--- config.mk ---
export PLATFORM = sky130hd
export DESIGN_NAME = com_uart_transmitter
export DESIGN_NICKNAME = d
export VERILOG_FILES = /design/src/rtl/com_uart_transmitter.sv
export SDC_FILE = /design/constraint.sdc
export NUM_CORES = 1
export LEC_CHECK = 0
export ABC_AREA = 1
export BUFFER_PORTS_ARGS = -buffer_cell sky130_fd_sc_hd__buf_2
export CAP_MARGIN = 20
export CORE_AREA = 2 2 92 94
export CTS_BUF_LIST = sky130_fd_sc_hd__clkbuf_2 sky130_fd_sc_hd__clkbuf_4 sky130_fd_sc_hd__clkbuf_8
export CTS_CLUSTER_SIZE = 20
export DETAILED_ROUTE_END_ITERATION = 10
export DIE_AREA = 0 0 94 96
export GPL_ROUTABILITY_DRIVEN = 0
export PLACE_DENSITY_LB_ADDON = 0.15
export SKIP_CTS_REPAIR_TIMING = 1
export SLEW_MARGIN = 20
export SYNTH_ARGS = -nofsm -noshare
export SYNTH_HDL_FRONTEND = slang
export SYNTH_SLANG_ARGS = --single-unit
--- constraint.sdc ---
create_clock -name clk -period 3 [get_ports clk]
set_clock_uncertainty 0.2 [all_clocks]
set_input_delay 0.3 -clock clk [delete_from_list [all_inputs] [get_ports clk]]
set_output_delay 0.3 -clock clk [all_outputs]
set_load 0.005 [all_outputs]
--- src/rtl/com_uart_transmitter.sv ---
// UART transmitter with a 4-entry byte FIFO.
// Frame: start bit, 5..8 data bits LSB first, optional even/odd parity,
// 1 or 2 stop bits. Every bit lasts exactly one baud_tick interval.
// Frame configuration is latched when a byte is popped, so config changes
// never affect a frame already on the line.
module com_uart_transmitter (
    input  logic       clk,
    input  logic       rst,
    input  logic       baud_tick,
    input  logic [7:0] data_out_buffer,
    input  logic       write_en,
    output logic       fifo_full,
    output logic       fifo_empty,
    output logic       tx_busy,
    output logic       tx_port,
    input  logic       stop_bit_config,
    input  logic [1:0] parity_bit_config,
    input  logic [1:0] data_bit_config
);

    localparam logic [2:0] S_IDLE   = 3'd0;
    localparam logic [2:0] S_START  = 3'd1;
    localparam logic [2:0] S_DATA   = 3'd2;
    localparam logic [2:0] S_PARITY = 3'd3;
    localparam logic [2:0] S_STOP1  = 3'd4;
    localparam logic [2:0] S_STOP2  = 3'd5;

    logic [2:0] state_q,  state_d;
    logic [7:0] shreg_q,  shreg_d;
    logic [3:0] cnt_q,    cnt_d;
    logic       par_q,    par_d;     // running parity, seeded with odd flag
    logic       par_en_q, par_en_d;
    logic       stop2_q,  stop2_d;
    logic       busy_q,   busy_d;
    logic       tx_q,     tx_d;
    logic [7:0] mem_q [0:3];
    logic [7:0] mem_d [0:3];
    logic [1:0] wptr_q,   wptr_d;
    logic [1:0] rptr_q,   rptr_d;
    logic [2:0] count_q,  count_d;
    logic       full_q,   full_d;
    logic       empty_q,  empty_d;
    logic       push_s;
    logic       pop_s;
    logic       load_s;

    // Next-state logic for the framing FSM and the FIFO bookkeeping
    always_comb begin
        state_d  = state_q;
        shreg_d  = shreg_q;
        cnt_d    = cnt_q;
        par_d    = par_q;
        par_en_d = par_en_q;
        stop2_d  = stop2_q;
        busy_d   = busy_q;
        tx_d     = tx_q;
        mem_d    = mem_q;
        pop_s    = 1'b0;
        load_s   = 1'b0;
        // A full FIFO rejects writes even if a pop happens this cycle
        push_s   = write_en & ~full_q;

        if (baud_tick) begin
            case (state_q)
                S_IDLE: begin
                    load_s = ~empty_q;
                end
                S_START, S_DATA: begin
                    if (cnt_q != 4'd0) begin
                        tx_d    = shreg_q[0];
                        par_d   = par_q ^ shreg_q[0];
                        shreg_d = {1'b0, shreg_q[7:1]};
                        cnt_d   = cnt_q - 4'd1;
                        state_d = S_DATA;
                    end else if (par_en_q) begin
                        tx_d    = par_q;
                        state_d = S_PARITY;
                    end else begin
                        tx_d    = 1'b1;
                        state_d = S_STOP1;
                    end
                end
                S_PARITY: begin
                    tx_d    = 1'b1;
                    state_d = S_STOP1;
                end
                S_STOP1: begin
                    tx_d = 1'b1;
                    if (stop2_q) begin
                        state_d = S_STOP2;
                    end else begin
                        // Last stop period ends: either chain the next frame or idle
                        state_d = S_IDLE;
                        busy_d  = 1'b0;
                        load_s  = ~empty_q;
                    end
                end
                S_STOP2: begin
                    tx_d    = 1'b1;
                    state_d = S_IDLE;
                    busy_d  = 1'b0;
                    load_s  = ~empty_q;
                end
                default: begin
                    tx_d    = 1'b1;
                    state_d = S_IDLE;
                    busy_d  = 1'b0;
                end
            endcase
        end else begin
            state_d = state_q;
        end

        if (load_s) begin
            pop_s    = 1'b1;
            shreg_d  = mem_q[rptr_q];
            cnt_d    = 4'd5 + {2'b00, data_bit_config};
            par_en_d = parity_bit_config[1];
            par_d    = parity_bit_config[0];
            stop2_d  = stop_bit_config;
            tx_d     = 1'b0;
            busy_d   = 1'b1;
            state_d  = S_START;
        end else begin
            pop_s = 1'b0;
        end

        if (push_s) begin
            mem_d[wptr_q] = data_out_buffer;
        end else begin
            mem_d[wptr_q] = mem_q[wptr_q];
        end

        wptr_d  = push_s ? (wptr_q + 2'd1) : wptr_q;
        rptr_d  = pop_s  ? (rptr_q + 2'd1) : rptr_q;
        count_d = count_q + {2'b00, push_s} - {2'b00, pop_s};
        full_d  = (count_d == 3'd4);
        empty_d = (count_d == 3'd0);
    end

    // State registers; reset aborts any frame and flushes the FIFO
    always_ff @(posedge clk or posedge rst) begin
        if (rst) begin
            state_q  <= S_IDLE;
            shreg_q  <= 8'h00;
            cnt_q    <= 4'd0;
            par_q    <= 1'b0;
            par_en_q <= 1'b0;
            stop2_q  <= 1'b0;
            busy_q   <= 1'b0;
            tx_q     <= 1'b1;
            mem_q    <= '{default: 8'h00};
            wptr_q   <= 2'd0;
            rptr_q   <= 2'd0;
            count_q  <= 3'd0;
            full_q   <= 1'b0;
            empty_q  <= 1'b1;
        end else begin
            state_q  <= state_d;
            shreg_q  <= shreg_d;
            cnt_q    <= cnt_d;
            par_q    <= par_d;
            par_en_q <= par_en_d;
            stop2_q  <= stop2_d;
            busy_q   <= busy_d;
            tx_q     <= tx_d;
            mem_q    <= mem_d;
            wptr_q   <= wptr_d;
            rptr_q   <= rptr_d;
            count_q  <= count_d;
            full_q   <= full_d;
            empty_q  <= empty_d;
        end
    end

    assign tx_port    = tx_q;
    assign tx_busy    = busy_q;
    assign fifo_full  = full_q;
    assign fifo_empty = empty_q;

endmodule

==> impl_metrics.tcl <==
set metrics [dict create \
    diodes 0 \
    synth_edf_count 0 \
    syn_nets 513 \
    synth_top_area_share 0.415 \
    io_pins 21 \
    die_x_um 94 \
    slew_violations 0 \
    relSlewSlack 0.593 \
    vias_per_cell 5.04 \
    row_count 33 \
    synth_fa_ha_area_frac 0.0373 \
    fill_cells 823 \
    gr-total-overflow 0 \
    grtUsageTotal 0.210 \
    area_growth_pct 12.5 \
    io_buffer_count 20 \
    grt_pass1_vias 3014 \
    grt_max_degree 62 \
    synthTopCellsByArea "dfrtp_1 42%, nand2_1 18%, nand3_1 9.7%, inv_1 6.5%, o21ai_0 3.5%" \
    core_area_um2 8050 \
    setup_viol 0 \
    avgRoutedWirePerCell_um 13.9 \
    final_core_util 0.497 \
    fin_hold_ws_ns -0.0155 \
    synthMostInstantiatedCell "nand2_1" \
    cts_buffers 9 \
    initial_core_util 0.442 \
    insertion_delay_ns 0.34 \
    yosys_register_bits 61 \
    cp_slowest_cell "dfrtp_1" \
    netlist_instances 486 \
    clockRootBuffer "clkbuf_8" \
    grt_setup_unrepaired "no" \
    synth_top_family_by_area "simple AND/OR/NAND/NOR gates" \
    cp_slowest_stage_delay_ns 0.42 \
    cts_tree "done" \
    violations "negative hold slack" \
    synth-xor-area-share 0.0123 \
    die_area_um2 9020 \
    vias 3122 \
    cp.arrival_ns 2.66 \
    path_cells "nor2_1 -> nand3_2 -> nor2_4 -> ha_1 -> inv_1 -> ha_1 -> inv_1 -> fa_1 -> xnor2_1 -> xnor2_1 -> and2_1" \
    tns_ns 0 \
    start_kind "register" \
    synth.largest_area_cell "dfrtp_1" \
    hold_depth 3 \
    r2r-end "fifo_full" \
    synth-simple-area-share 0.351 \
    ys_types 33 \
    worst_slew_pin_slew_ns 0.610 \
    worstRegToRegCells 11 \
    crit_fanout 4 \
    path_buf_inv 2 \
    ys_async_sr_fraction 1.00 \
    wl_um 8580 \
    antenna_found_initial 0 \
    critPathTopFamily "adder cells" \
    finalHoldViolCount 1 \
    yosys_warnings 0 \
    cts.clk_slew.worst_paths_ns 0.07 \
    clockBufferDepth 2 \
    die_y_um 96 \
    required_ns 3.08 \
    fin_crit_ns 2.57 \
    hold_class "input port to register" \
    synth_common_cells "174 x nand2_1, 69 x nand3_1, 62 x inv_1" \
    fin_nets 536 \
    powerDensity_nw_per_um2 1160 \
    drt-initial-drc-count 149 \
    dp.final_hpwl_um 5790 \
    crit_type "register to register" \
    dr.pass1.iters 4 \
    grt_pass1_wl_um 14500 \
    r2r-start "state_q[1]" \
    fin_crit_sh 0.857 \
    ir_drop_v 0.000404 \
    drive_gt1_frac 0.119 \
    leakage_nw 2.17 \
    htreeDepth 3 \
    endpoint_kind "register" \
    min_from "parity_bit_config[1]" \
    seq_area_um2 1530 \
    ys_seq_area_frac 0.430 \
    cap_violations 0 \
    syn_area_um2 3560 \
    status "finished, violations left" \
    max_freq_mhz 389 \
    cts_sinks 61 \
    postRouteAntennaNets 0 \
    whs_endpoint "par_en_q" \
    reg2reg_slack_ns 0.43 \
    multi_input_area_um2 1690 \
    synthMuxAreaShare 0 \
    post_synth.cell_area_avg_um2 7.32 \
    synth-compound-area-share 0.0739 \
    ys.flop_type "dfrtp_1" \
    drc_errors 0 \
]
-- routing by layer --
layer	part of all wire	routed length, µm	vias up	track usage
met3	0.037	318	11	0.0321
met4	0.013	114	0	0.0882
met1	0.45	3880	1455	0.267
met2	0.50	4270	67	0.360
met5	0	0	-	0
li1	-	-	1589	-
-- stage by stage --
step	setup WS [ns]	cells	hold WS, ns	total power, mW	area, µm²
finish	0.429	619	-0.0155	4.63	4000
global route	0.272	619	0.00792	5.13	4000
CTS	0.404	616	-0.178	4.68	3970
detailed placement	0.404	600	0.200	3.89	3760
global placement	0.528	600	0.194	3.83	3760
floorplan	0.435	486	0.210	3.30	3560
-- final cells by class --
cell class,instances,share of cell area
Multi-Input combinational cell,342,0.422
Timing Repair Buffer,31,0.0506
Clock inverter,4,0.0113
Tap cell,105,0.0328
Sequential cell,61,0.382
Clock buffer,12,0.0413
Inverter,64,0.0600
-- cell families after synthesis --
group / after synthesis
and+or+nand+nor: 281
buffers and inverters: 83
DFF: 61
AOI/OAI and AO/OA: 46
adders and majority gates: 10
xor gates and xnor gates: 5
-- worst max-delay path by stage --
stage,startpoint,endpoint,slack [ns],cells after the start
final,state_q[1],fifo_full,0.43,11
after CTS,state_q[1],fifo_full,0.40,11
after floorplan,state_q[1],fifo_full,0.43,12
after detailed placement,state_q[1],fifo_full,0.40,11
after global placement,state_q[1],fifo_full,0.53,11
after global routing,state_q[1],fifo_full,0.27,11
-- worst reg2reg max path: cells and delay by family (launching register included) --
family,cells,cell delay [ns]
adder cells (fa/ha/maj),3,0.73
flip-flops,1,0.42
AND/OR/NAND/NOR,4,0.71
XOR/XNOR,2,0.38
buffers and inverters,2,0.10
-- sequential cells by signal, summed over array words and instances (netlist names), 2 cells and up --
name / count
mem_q: 32
cnt_q: 4
wptr_q: 2
state_q: 3
shreg_q: 8
rptr_q: 2
count_q: 3
-- power by group --
| group | switching, mW | internal (mW) |
|---|---|---|
| clock | 0.329 | 0.448 |
| combinational | 1.47 | 0.820 |
| sequential | 0.322 | 1.25 |
-- layout by cell type (no fill, tap or decap), drive strengths merged --
cell	synthesis	layout
inv	63	63
clkbuf	9	12
and2	1	1
xnor2	3	3
o211ai	13	13
or2	4	4
ha	9	9
fa	1	1
nand3	71	71
dfstp	2	2
bufinv	0	1
a21oi	6	6
nor2	20	20
clkinv	1	4
dlygate4sd3	0	3
o21ai	27	27
xor2	2	2
dfrtp	59	59
buf	10	28
nand4	6	6
nor3	1	1
nand2	177	177
nand3b	1	1
(Power assumes the default switching activity.)
